==> config.mk <==
export PLATFORM = sky130hd
export DESIGN_NAME = aexm_mem_arbiter
export DESIGN_NICKNAME = d
export VERILOG_FILES = /design/src/rtl/aexm_mem_arbiter.sv
export SDC_FILE = /design/constraint.sdc
export NUM_CORES = 1
export LEC_CHECK = 0
export BUFFER_PORTS_ARGS = -buffer_cell sky130_fd_sc_hd__buf_4
export CAP_MARGIN = 20
export CORE_AREA = 2 2 107 109
export CTS_CLUSTER_DIAMETER = 100
export DETAILED_ROUTE_END_ITERATION = 10
export DIE_AREA = 0 0 109 111
export PLACE_DENSITY = 0.6
export SKIP_CTS_REPAIR_TIMING = 1
export SYNTH_ARGS = -nofsm -noshare
export SYNTH_HDL_FRONTEND = slang
export SYNTH_SLANG_ARGS = --single-unit
==> constraint.sdc <==
create_clock -name sys_clk_i -period 1.4 [get_ports sys_clk_i]
set_input_delay 0.14 -clock sys_clk_i [delete_from_list [all_inputs] [get_ports sys_clk_i]]
set_output_delay 0.14 -clock sys_clk_i [all_outputs]
set_load 0.02 [all_outputs]
==> src/rtl/aexm_mem_arbiter.sv <==
// aexm_mem_arbiter
// ----------------
// Shares one external memory port between the icache refill engine (line
// reads only) and the dcache refill/writeback engine (line reads or writes).
// One requester owns the port per burst: IDLE picks an owner, CMD presents a
// single line-aligned command, XFER streams BURST_LEN beats, and DONE pulses
// the owner's done_o for one cycle.
//
// Optional feature macro: AEXM_ARB_DC_PRIO_EN
//   defined   -> dcache always wins a tie; no last-grant register
//   undefined -> round-robin on ties (dcache wins the first tie after reset)
//
// Ports
//   sys_clk_i, sys_rst_i                   clock, synchronous active-low reset
//   ic_req_i/ic_addr_i                     icache line-read request
//   ic_gnt_o/ic_rdata_o/ic_rvalid_o/ic_done_o   icache ownership, read beats, completion
//   dc_req_i/dc_we_i/dc_addr_i/dc_wdata_i  dcache request, direction, address, write beat
//   dc_wnext_o                             current dc_wdata_i consumed by memory
//   dc_gnt_o/dc_rdata_o/dc_rvalid_o/dc_done_o   dcache ownership, read beats, completion
//   mem_cmd_valid_o/ready_i/we_o/addr_o    burst command handshake to memory
//   mem_wdata_o/mem_wready_i               write beat to memory
//   mem_rdata_i/mem_rvalid_i               read beat from memory
module aexm_mem_arbiter #(
  parameter int AW        = 32,
  parameter int BURST_LEN = 4,
  parameter int BL_W      = 2
) (
  input  logic          sys_clk_i,
  input  logic          sys_rst_i,
  input  logic          ic_req_i,
  input  logic [AW-1:0] ic_addr_i,
  output logic          ic_gnt_o,
  output logic [31:0]   ic_rdata_o,
  output logic          ic_rvalid_o,
  output logic          ic_done_o,
  input  logic          dc_req_i,
  input  logic          dc_we_i,
  input  logic [AW-1:0] dc_addr_i,
  input  logic [31:0]   dc_wdata_i,
  output logic          dc_wnext_o,
  output logic          dc_gnt_o,
  output logic [31:0]   dc_rdata_o,
  output logic          dc_rvalid_o,
  output logic          dc_done_o,
  output logic          mem_cmd_valid_o,
  input  logic          mem_cmd_ready_i,
  output logic          mem_cmd_we_o,
  output logic [AW-1:0] mem_cmd_addr_o,
  output logic [31:0]   mem_wdata_o,
  input  logic          mem_wready_i,
  input  logic [31:0]   mem_rdata_i,
  input  logic          mem_rvalid_i
);

  // A line is BURST_LEN 32-bit words, so the low BL_W+2 address bits are zero.
  localparam int ALIGN_W = BL_W + 2;
  localparam logic [AW-1:0] ALIGN_MASK = {{(AW-ALIGN_W){1'b1}}, {ALIGN_W{1'b0}}};

  typedef enum logic [1:0] {IDLE, CMD, XFER, DONE} state_t;

  state_t          state_q, state_d;
  logic            owner_dc_q, owner_dc_d;   // 1 = dcache owns the port
  logic            we_q, we_d;
  logic [AW-1:0]   addr_q, addr_d;
  logic [BL_W-1:0] cnt_q, cnt_d;

  logic            pick_dc;
  logic            beat;
  logic            last_beat;

`ifdef AEXM_ARB_DC_PRIO_EN
  assign pick_dc = dc_req_i;
`else
  // last_dc_q records who finished the previous burst; on a tie the other wins.
  logic last_dc_q, last_dc_d;

  assign pick_dc   = dc_req_i & (~ic_req_i | ~last_dc_q);
  assign last_dc_d = (state_q == DONE) ? owner_dc_q : last_dc_q;

  always_ff @(posedge sys_clk_i) begin
    if (!sys_rst_i) begin
      last_dc_q <= 1'b0;
    end else begin
      last_dc_q <= last_dc_d;
    end
  end
`endif

  // A beat is a handshake in the burst's own direction; the other strobe is noise.
  assign beat      = (state_q == XFER) & (we_q ? mem_wready_i : mem_rvalid_i);
  assign last_beat = beat & (cnt_q == BL_W'(BURST_LEN - 1));

  // State register
  always_ff @(posedge sys_clk_i) begin
    if (!sys_rst_i) begin
      state_q    <= IDLE;
      owner_dc_q <= 1'b0;
      we_q       <= 1'b0;
      addr_q     <= '0;
      cnt_q      <= '0;
    end else begin
      state_q    <= state_d;
      owner_dc_q <= owner_dc_d;
      we_q       <= we_d;
      addr_q     <= addr_d;
      cnt_q      <= cnt_d;
    end
  end

  // Next-state and datapath
  always_comb begin
    state_d    = state_q;
    owner_dc_d = owner_dc_q;
    we_d       = we_q;
    addr_d     = addr_q;
    cnt_d      = cnt_q;
    case (state_q)
      IDLE: begin
        if (ic_req_i | dc_req_i) begin
          state_d    = CMD;
          owner_dc_d = pick_dc;
          we_d       = pick_dc & dc_we_i;
          addr_d     = (pick_dc ? dc_addr_i : ic_addr_i) & ALIGN_MASK;
        end
      end
      CMD: begin
        if (mem_cmd_ready_i) begin
          state_d = XFER;
          cnt_d   = '0;
        end
      end
      XFER: begin
        if (beat) begin
          cnt_d = cnt_q + 1'b1;   // wraps to 0 on the last beat
        end
        if (last_beat) begin
          state_d = DONE;
        end
      end
      DONE: begin
        state_d = IDLE;
      end
      default: begin
        state_d = IDLE;
      end
    endcase
  end

  // Outputs: beats are forwarded combinationally for zero-latency delivery.
  always_comb begin
    ic_gnt_o        = 1'b0;
    ic_rdata_o      = '0;
    ic_rvalid_o     = 1'b0;
    ic_done_o       = 1'b0;
    dc_gnt_o        = 1'b0;
    dc_rdata_o      = '0;
    dc_rvalid_o     = 1'b0;
    dc_done_o       = 1'b0;
    dc_wnext_o      = 1'b0;
    mem_cmd_valid_o = 1'b0;
    mem_cmd_we_o    = 1'b0;
    mem_cmd_addr_o  = '0;
    mem_wdata_o     = '0;
    case (state_q)
      CMD: begin
        ic_gnt_o        = ~owner_dc_q;
        dc_gnt_o        = owner_dc_q;
        mem_cmd_valid_o = 1'b1;
        mem_cmd_we_o    = we_q;
        mem_cmd_addr_o  = addr_q;
      end
      XFER: begin
        ic_gnt_o = ~owner_dc_q;
        dc_gnt_o = owner_dc_q;
        if (we_q) begin
          mem_wdata_o = dc_wdata_i;
          dc_wnext_o  = mem_wready_i;
        end else if (owner_dc_q) begin
          dc_rdata_o  = mem_rdata_i;
          dc_rvalid_o = mem_rvalid_i;
        end else begin
          ic_rdata_o  = mem_rdata_i;
          ic_rvalid_o = mem_rvalid_i;
        end
      end
      DONE: begin
        ic_done_o = ~owner_dc_q;
        dc_done_o = owner_dc_q;
      end
      default: begin
      end
    endcase
  end

endmodule

==> summary.md, run 1 <==
### Run status
• **outcome** finished with violations
• **violated checks** setup timing

### Place
• **detailed placement HPWL** 8140 microns
• **number of buffers inserted by port buffering** 260
• **count of placed standard cells including taps** 741
• **Final Wtd Congestion** 0.813
• **total cell area at the placement stage** 5080 sq um

### Clock tree
• **number of levels the H-tree was split into** 2
• **clock root buffer master** clkbuf_16
• **clock tree from TritonCTS** yes
• **number of buffers created by CTS** 5
• **Reg clk slew, reported paths** 50 ps
• **number of sinks on the clock net** 35
• **Worst-Skew Late Latency** 270 ps
• **buffer levels on the longest clock path** 2

### Logic synthesis
• **multiplexer area fraction after synthesis** 11.9%
• **area fraction in and, or, nand and nor cells after synthesis** 34.9%
• **post-synthesis instance total** 363
• **average cell area after synthesis** 6.97 sq um
• **EDFF count, synth** 0
• **share of async-settable or async-resettable flops after synthesis** 0%
• **area fraction in compound gates after synthesis** 14.6%
• **post-synth cell types** 32
• **Synth Flop Type** dfxtp_1
• **mapped cell area** 2530 sq um
• **synthesis-stage register bit count** 35
• **number of synthesis warnings** 0
• **proportion of synthesized chip area in sequential cells** 27.7%
• **post-synthesis share of cell area spent on xor and xnor gates** 0%
• **arithmetic-cell share of the synthesized area counting full adders, half adders and majority gates** 2.97%
• **main combinational cell family by area after synthesis** simple AND/OR/NAND/NOR gates

### Pwr
• **Pleak** 2.82 nW
• **overall power after layout** 7.79 mW
• **power density over cell area** 1300 nW/um^2
• **maximum ir drop on the vdd rail** 0.992 mV

### Layout
• **# fillers** 1,005
• **commonest non-fill, non-tap cell in the layout** buf_4
• **total number of nets in the final design** 761
• **fraction of final layout cells with drive strength greater than 1** 72.7%
• **commonest cells after routing, fill and taps aside** 194 x buf_4, 73 x buf_6, 38 x nor2_4, 32 x nand2_2, 32 x dfxtp_1
• **fin area** 5980 sq um
• **final cell count without fillers** 763
• **antenna cell count** 0
• **post-synthesis to final-layout area growth** 136%

### Setup path
• **reg2reg setup slack** -180 ps
• **required arrival time at the worst endpoint** 1260 ps
• **Critical Path, Cell by Cell** inv_4 > ha_4 > buf_12 > clkbuf_16 > and3_4 > buf_6
• **Worst Setup Start Kind** register
• **peak fanout along the critical path** 6
• **Arrival @ worst endpoint** 1500 ps
• **delay of the slowest cell on the worst path** 350 ps
• **path depth of the worst reg2reg path** 5
• **Worst Path Class, Setup** reg2out
• **origin of the critical flop-to-flop path** state_q[0]$_SDFFE_PN0P_
• **worst reg2reg path endpoint** state_q[1]$_SDFFE_PN0P_
• **number of buffer and inverter stages on the critical path** 4
• **Critical-path top delay cell** dfxtp_4
• **Critical Path Sink Type** output port
• **Worst path top cell family by delay** buffers and inverters

### STA
• **post-layout worst setup margin** -240 ps
• **RSZ-0062 raised after global routing** true
• **final critical-path share of the clock period** 117%
• **number of max-slew violations in the final report** 0
• **number of setup violations in the final report** 134
• **final hold slack** 154 ps
• **Hold Vio Cnt, Final** 0
• **setup skew after layout** 3.19 ps
• **maximum clock frequency** 0.610 GHz
• **minimum clock period** 1640 ps

### Route
• **wire length on met2** 6220 microns
• **highest metal layer used by the detailed router** met4
• **Avg Vias per Cell** 4.58
• **iteration count of the initial detailed-routing pass** 4
• **count of vias placed by the detailed router** 3,495
• **violation count after the first detailed-routing iteration** 81
• **Remaining DRCs** 0
• **total detailed-routing wirelength** 12,100 microns
• **routed length on met3** 1130 microns
• **antenna-violating nets left** 0
• **average routed wire per standard cell** 15.9 microns
• **Met1 Wirelength** 4550 microns

### Floorplanning
• **Boundary Pins** 273
• **Initial Utilization** 22.8%
• **height of the die** 111 microns
• **horizontal extent of the die** 109 microns
• **Std-Cell Core Area** 11,100 sq um
• **area of the die** 12,100 sq um
• **Placement Rows** 39

### Global routing
• **wire length of the first global-routing pass** 15,700 microns
• **vias in the first global route** 3,190
• **pin count of the biggest net entering global routing** 57
• **global routing usage summed across all routing layers** 15.9%
• **number of antenna violations at the first check in global routing** 0
• **total global routing overflow** 0

### Hold path
• **cell depth of the worst min-delay path** 3
• **kind of path behind the tightest hold check** in2reg
• **Worst Min Path Start** ic_addr_i[6]
• **Worst Hold Endpoint** addr_q[6]$_SDFFE_PN0P_

### Job
• **# Max-Cap Violations** 0

==> worst max path at each step <==
stage          depth (start not counted)               to                    start
6_report                               6  mem_wdata_o[18]  state_q[0]$_SDFFE_PN0P_
3_5_place_dp                           6   dc_rdata_o[21]  state_q[0]$_SDFFE_PN0P_
4_1_cts                                6   dc_rdata_o[21]  state_q[0]$_SDFFE_PN0P_
3_3_place_gp                           6   dc_rdata_o[21]  state_q[0]$_SDFFE_PN0P_
2_1_floorplan                          5   dc_rdata_o[21]        we_q$_SDFFE_PN0P_
5_1_grt                                6   dc_rdata_o[21]  state_q[0]$_SDFFE_PN0P_
==> synth_stat cells, drive strengths merged, types with 2 or more instances <==
cell | n | area share (%)
a21oi | 29 | 5.7
and2 | 31 | 7.7
and3 | 33 | 8.4
buf | 13 | 3.5
clkbuf | 27 | 4.1
dfxtp | 35 | 28
ha | 6 | 3.0
inv | 2 | 0.30
mux2i | 30 | 12
nand2 | 38 | 5.6
nand2b | 2 | 0.49
nor2 | 67 | 9.9
nor2b | 6 | 1.5
o21a | 2 | 0.59
o21ai | 29 | 5.7
o22ai | 2 | 0.49
==> power breakdown <==
| group | switching (mW) | internal [mW] | leakage [nW] | total, mW |
|---|---|---|---|---|
| clock | 0.398 | 0.657 | 0.0679 | 1.05 |
| sequential | 0.177 | 1.31 | 0.292 | 1.49 |
| combinational | 2.79 | 2.46 | 2.46 | 5.24 |
==> sequential cells by signal, indices dropped and copies added, names as in the netlist <==
| register | count |
|---|---|
| we_q | 1 |
| last_dc_q | 1 |
| addr_q | 28 |
| cnt_q | 2 |
| owner_dc_q | 1 |
| state_q | 2 |
==> stage by stage <==
stage | util, % | setup WS [ps] | setup TNS [ps]
3_3_place_gp | 45.9 | -40.2 | -93.2
2_1_floorplan | - | -58.2 | -658
4_1_cts | 47.1 | -351 | -34770
5_1_grt | 54.0 | -292 | -30420
3_5_place_dp | 45.9 | -54.4 | -705
6_report | 54.0 | -240 | -22650
==> cells by family (layout without fill, tap and decap cells) <==
group | count (synthesis) | after routing
flip-flops | 35 | 35
other | 1 | 4
AND/OR/NAND/NOR | 181 | 181
AO/OA/AOI/OAI | 68 | 68
multiplexers | 30 | 30
buffers and inverters | 42 | 296
adder cells (fa/ha/maj) | 6 | 6
==> cell type report <==
cell class,instances,area (sq um),share of cell area (%)
flip-flops and latches,35,709,11.9
multi-input cells,289,2280,38.1
well taps,143,179,2.99
clock buffers,7,133,2.22
clock inverters,1,5.00,0.0837
repair buffers,286,2660,44.5
inverters,2,10.0,0.167
==> per-layer routing <==
layer	vias up	track usage [%]
met3	18	4.06
met5	-	0
li1	1711	-
met2	172	29.1
met4	0	3.76
met1	1594	18.1
==> worst register-to-register path, stage by stage, from the launching register on <==
cell and delay, ps:
dfxtp_4 350, buf_4 140, ha_4 200, and2b_4 190, a2111o_1 440, mux2i_1 140
Note: power is estimated with default switching activity, not from simulation.
==> inputs of run 2 (changes only) <==
--- a/config.mk
+++ b/config.mk
@@ -11,7 +11,7 @@
 export CTS_CLUSTER_DIAMETER = 100
 export DETAILED_ROUTE_END_ITERATION = 10
 export DIE_AREA = 0 0 109 111
-export PLACE_DENSITY = 0.6
+export PLACE_DENSITY_LB_ADDON = 0.3
 export SKIP_CTS_REPAIR_TIMING = 1
 export SYNTH_ARGS = -nofsm -noshare
 export SYNTH_HDL_FRONTEND = slang
==> run 2 against run 1 <==
Clock power rose by 4%. Final cell count grew 1.7%. Register-to-register slack got worse by 30 ps. Worst hold slack about the same. The flow still finishes with violations (setup timing). Design area increased by 9.2%.
==> summary.md, run 2 (synthesized netlist as in run 1, its figures left out) <==
### Run status
• **outcome** finished with violations
• **violated checks** setup timing

### Route
• **average routed wire per standard cell** 16.4 microns
• **Remaining DRCs** 0
• **violation count after the first detailed-routing iteration** 79
• **total detailed-routing wirelength** 12,700 microns
• **Avg Vias per Cell** 4.66
• **antenna-violating nets left** 0
• **iteration count of the initial detailed-routing pass** 4
• **count of vias placed by the detailed router** 3,618

### Global routing
• **total global routing overflow** 0
• **vias in the first global route** 3,224
• **wire length of the first global-routing pass** 15,800 microns
• **number of antenna violations at the first check in global routing** 0
• **pin count of the biggest net entering global routing** 57
• **global routing usage summed across all routing layers** 16.0%

### Hold path
• **kind of path behind the tightest hold check** in2reg

### Layout
• **antenna cell count** 0
• **final cell count without fillers** 776
• **commonest non-fill, non-tap cell in the layout** buf_4
• **largest register by flop count** addr_q
• **total number of nets in the final design** 775
• **fraction of final layout cells with drive strength greater than 1** 76.5%
• **commonest cells after routing, fill and taps aside** 166 x buf_4, 113 x buf_6, 45 x nor2_4, 32 x dfxtp_1
• **post-synthesis to final-layout area growth** 158%
• **fin area** 6530 sq um
• **leading registers by flop count** addr_q x28, cnt_q x2, state_q x2
• **number of flip-flops in the largest register** 28

### Pwr
• **Pleak** 3.02 nW
• **overall power after layout** 8.58 mW
• **maximum ir drop on the vdd rail** 0.941 mV
• **power density over cell area** 1310 nW/um^2

### Floorplanning
• **Initial Utilization** 22.8%
• **area of the die** 12,100 sq um
• **height of the die** 111 microns
• **Boundary Pins** 273
• **horizontal extent of the die** 109 microns
• **Std-Cell Core Area** 11,100 sq um
• **Placement Rows** 39

### Clock tree
• **Worst-Skew Late Latency** 270 ps
• **clock root buffer master** clkbuf_16
• **Reg clk slew, reported paths** 50 ps
• **buffer levels on the longest clock path** 2
• **number of buffers created by CTS** 5
• **number of levels the H-tree was split into** 2
• **number of sinks on the clock net** 35
• **clock tree from TritonCTS** yes

### Setup path
• **origin of the critical flop-to-flop path** state_q[0]$_SDFFE_PN0P_
• **critical path launch point** state_q[0]$_SDFFE_PN0P_
• **Worst Path Class, Setup** reg2out
• **path depth of the worst reg2reg path** 7
• **worst reg2reg path endpoint** state_q[1]$_SDFFE_PN0P_
• **reg2reg setup slack** -210 ps
• **endpoint of the most critical setup path** dc_rdata_o[30]
• **Worst Setup Start Kind** register
• **peak fanout along the critical path** 8
• **Arrival @ worst endpoint** 1470 ps
• **required arrival time at the worst endpoint** 1260 ps
• **Critical Path Sink Type** output port

### STA
• **setup tns final** -20,550 ps
• **final critical-path share of the clock period** 115%
• **Hold Vio Cnt, Final** 0
• **RSZ-0062 raised after global routing** true
• **number of setup violations in the final report** 134
• **setup skew after layout** 4.10 ps
• **number of max-slew violations in the final report** 0
• **minimum clock period** 1610 ps
• **post-layout worst setup margin** -214 ps
• **maximum clock frequency** 0.619 GHz

### Place
• **total cell area at the placement stage** 5100 sq um
• **worst setup timing slack at the placement stage** -148 ps
• **count of placed standard cells including taps** 745
• **number of buffers inserted by port buffering** 260
• **Final Wtd Congestion** 0.794
• **detailed placement HPWL** 8160 microns

### Job
• **# Max-Cap Violations** 0

==> run 2: layout make-up <==
type / instances / area, sq um
clock buffers: 6 / 139
clock inverters: 1 / 5.00
fillers: 919 / 4540
inverters: 2 / 12.5
multi-input cells: 289 / 2510
flip-flops and latches: 35 / 707
well taps: 143 / 179
repair buffers: 300 / 2980
==> run 2: report_power, final <==
group	leakage, nW	internal [mW]	switching (mW)
clock network	0.0727	0.694	0.396
logic	2.65	2.94	3.06
registers	0.291	1.31	0.178
==> run 2: how the worst min path moves through the flow <==
stage	from	to	slack, ps	cells after the start
4_1_cts	ic_addr_i[21]	addr_q[21]$_SDFFE_PN0P_	150	3
3_5_place_dp	ic_addr_i[20]	addr_q[20]$_SDFFE_PN0P_	440	3
5_1_grt	ic_addr_i[16]	addr_q[16]$_SDFFE_PN0P_	170	3
2_1_floorplan	dc_we_i	we_q$_SDFFE_PN0P_	330	2
3_3_place_gp	ic_addr_i[14]	addr_q[14]$_SDFFE_PN0P_	430	3
6_report	ic_addr_i[21]	addr_q[21]$_SDFFE_PN0P_	150	3
==> run 2: stage by stage <==
stage | util, % | hold slack, ps
floorplan | - | 334
global placement | 46.0 | 425
detailed placement | 46.0 | 437
CTS | 47.3 | 151
global route | 59.0 | 168
finish | 59.0 | 154
==> run 2: layer usage <==
| metal | routed length (microns) | vias to the layer above | global-route usage (%) |
|---|---|---|---|
| met5 | 0 | - | 0 |
| met2 | 6830 | 173 | 28.5 |
| met4 | 271 | 0 | 3.93 |
| li1 | - | 1745 | - |
| met3 | 1070 | 22 | 4.29 |
| met1 | 4540 | 1678 | 18.5 |
==> run 2: critical path, stage by stage (launching register included) <==
cell and delay [ps]:
dfxtp_2 330, inv_4 60, ha_4 190, buf_6 120, clkbuf_16 160, nand2_2 90, nor2_4 110, buf_4 140
==> inputs of run 3 (changes only) <==
--- a/config.mk
+++ b/config.mk
@@ -5,6 +5,7 @@
 export SDC_FILE = /design/constraint.sdc
 export NUM_CORES = 1
 export LEC_CHECK = 0
+export ABC_CLOCK_PERIOD_IN_PS = 1900
 export BUFFER_PORTS_ARGS = -buffer_cell sky130_fd_sc_hd__buf_4
 export CAP_MARGIN = 20
 export CORE_AREA = 2 2 107 109
@@ -12,6 +13,7 @@
 export DETAILED_ROUTE_END_ITERATION = 10
 export DIE_AREA = 0 0 109 111
 export PLACE_DENSITY_LB_ADDON = 0.3
+export SETUP_SLACK_MARGIN = 0.02
 export SKIP_CTS_REPAIR_TIMING = 1
 export SYNTH_ARGS = -nofsm -noshare
 export SYNTH_HDL_FRONTEND = slang
==> constraint.sdc (replaced) <==
create_clock -name sys_clk_i -period 1.9 [get_ports sys_clk_i]
set_input_delay 0.19 -clock sys_clk_i [delete_from_list [all_inputs] [get_ports sys_clk_i]]
set_output_delay 0.19 -clock sys_clk_i [all_outputs]
set_load 0.02 [all_outputs]
==> run 3 against run 2 <==
The run now ends clean. Count of clock-buffer cells in the layout unchanged. Non-clock buffer count down 31. Design area is 28% lower. Setup slack improved by 350 ps. Clock skew grew 2.5 ps. Clock power down 27%. Via count shrank 6.9%. Combinational power is 60% lower. Sequential power fell by 29%. Flip-flop and latch count did not move. First-iteration DRC count is 130% higher.
==> summary.md, run 3 (synthesized netlist as in run 1, its figures left out) <==
### Route
• **total detailed-routing wirelength** 10,700 microns
• **iteration count of the initial detailed-routing pass** 4
• **Remaining DRCs** 0
• **violation count after the first detailed-routing iteration** 181
• **count of vias placed by the detailed router** 3,367
• **antenna-violating nets left** 0
• **Avg Vias per Cell** 4.51
• **average routed wire per standard cell** 14.3 microns

### Setup path
• **Critical Path Sink Type** output port
• **Worst Setup Start Kind** register
• **Arrival @ worst endpoint** 1580 ps
• **Worst Path Class, Setup** reg2out
• **peak fanout along the critical path** 52
• **path depth of the worst reg2reg path** 6
• **reg2reg setup slack** 340 ps
• **required arrival time at the worst endpoint** 1710 ps

### Global routing
• **global routing usage on met1** 17.4%
• **number of antenna violations at the first check in global routing** 0
• **met2 global-route usage** 30.2%
• **pin count of the biggest net entering global routing** 53
• **met3 track demand over resource** 4.94%
• **GRT busiest layer** met2
• **vias in the first global route** 3,173
• **wire length of the first global-routing pass** 15,700 microns
• **total global routing overflow** 0
• **global routing usage summed across all routing layers** 16.4%

### Layout
• **combined area of the multi-input logic cells** 1660 sq um
• **final cell count without fillers** 746
• **fraction of final layout cells with drive strength greater than 1** 47.1%
• **number of flip-flops in the largest register** 28
• **total number of nets in the final design** 744
• **# fillers** 1,124
• **post-synthesis to final-layout area growth** 87.1%
• **commonest cells after routing, fill and taps aside** 266 x buf_4, 67 x nor2_1, 38 x nand2_1, 35 x dfxtp_1, 31 x and2_1
• **footprint of the flip-flops and latches** 701 sq um
• **leading registers by flop count** addr_q x28, cnt_q x2, state_q x2
• **antenna cell count** 0
• **commonest non-fill, non-tap cell in the layout** buf_4
• **largest register by flop count** addr_q

### Clock tree
• **number of sinks on the clock net** 35
• **buffer levels on the longest clock path** 2
• **Reg clk slew, reported paths** 60 ps
• **clock root buffer master** clkbuf_16
• **number of levels the H-tree was split into** 2
• **number of buffers created by CTS** 5
• **clock tree from TritonCTS** yes
• **Worst-Skew Late Latency** 280 ps

### Pwr
• **maximum ir drop on the vdd rail** 0.533 mV
• **power share of the clock group** 18.6%
• **switching fraction of total power** 43.1%
• **switching power total** 1.84 mW
• **Pleak** 2.57 nW
• **power density over cell area** 900 nW/um^2
• **Internal** 2.43 mW
• **Comb pwr share** 56.4%
• **Flop pwr share** 24.9%

### Place
• **detailed placement HPWL** 8520 microns
• **count of placed standard cells including taps** 738
• **Final Wtd Congestion** 0.889
• **number of buffers inserted by port buffering** 260

### Job
• **# Max-Cap Violations** 0

### STA
• **final critical-path share of the clock period** 93.0%
• **number of max-slew violations in the final report** 0
• **minimum clock period** 1770 ps
• **setup skew after layout** 6.57 ps
• **maximum clock frequency** 0.566 GHz
• **RSZ-0062 raised after global routing** true
• **number of setup violations in the final report** 0
• **setup tns final** 0 ps
• **Hold Vio Cnt, Final** 0

### Floorplanning
• **Std-Cell Core Area** 11,100 sq um
• **height of the die** 111 microns
• **Boundary Pins** 273
• **Initial Utilization** 22.8%
• **Placement Rows** 39
• **horizontal extent of the die** 109 microns
• **area of the die** 12,100 sq um

### Hold path
• **cell depth of the worst min-delay path** 3
• **kind of path behind the tightest hold check** in2reg

### Run status
• **outcome** finished clean

run 3: worst paths after layout:
check,from,end
setup / recovery,state_q[0]$_SDFFE_PN0P_,dc_rdata_o[15]
hold / removal,ic_addr_i[25],addr_q[25]$_SDFFE_PN0P_
setup reg to reg,state_q[0]$_SDFFE_PN0P_,state_q[1]$_SDFFE_PN0P_
hold reg to reg,cnt_q[1]$_SDFFE_PN0P_,cnt_q[1]$_SDFFE_PN0P_
run 3: worst max-delay path: stages (launching register included):
cell	delay, ps
dfxtp_1	330
inv_1	120
ha_2	230
buf_12	200
nand2_1	90
nor2_1	140
buf_4	160
run 3: power groups by stage:
stage / registers, mW / logic (mW) / clock network (mW)
global route: 1.09 / 2.63 / 0.850
global placement: 1.06 / 2.38 / 0
finish: 1.06 / 2.40 / 0.794
CTS: 1.06 / 2.42 / 0.823
detailed placement: 1.07 / 2.41 / 0
floorplan: 1.04 / 1.50 / 0
run 3: routing by layer:
| layer | routed length, microns | vias up |
|---|---|---|
| met1 | 3890 | 1504 |
| met3 | 1200 | 15 |
| met2 | 5340 | 176 |
| met4 | 238 | 0 |
| li1 | - | 1672 |
| met5 | 0 | - |
run 3: layout make-up:
class | instances | area share, %
Timing Repair Buffer | 269 | 43.3
Multi-Input combinational cell | 289 | 35.0
Sequential cell | 35 | 14.8
Tap cell | 143 | 3.78
Clock buffer | 6 | 2.72
Clock inverter | 2 | 0.264
Inverter | 2 | 0.159
run 3: through the flow:
step	power (mW)	setup slack, ps	util [%]	hold slack [ps]	area, sq um
after floorplan	2.54	202	-	384	2540
final	4.26	132	42.7	202	4730
after global placement	3.45	372	41.4	467	4590
after global routing	4.57	11.3	42.7	207	4730
after detailed placement	3.49	344	41.4	479	4590
after CTS	4.31	122	42.7	198	4730
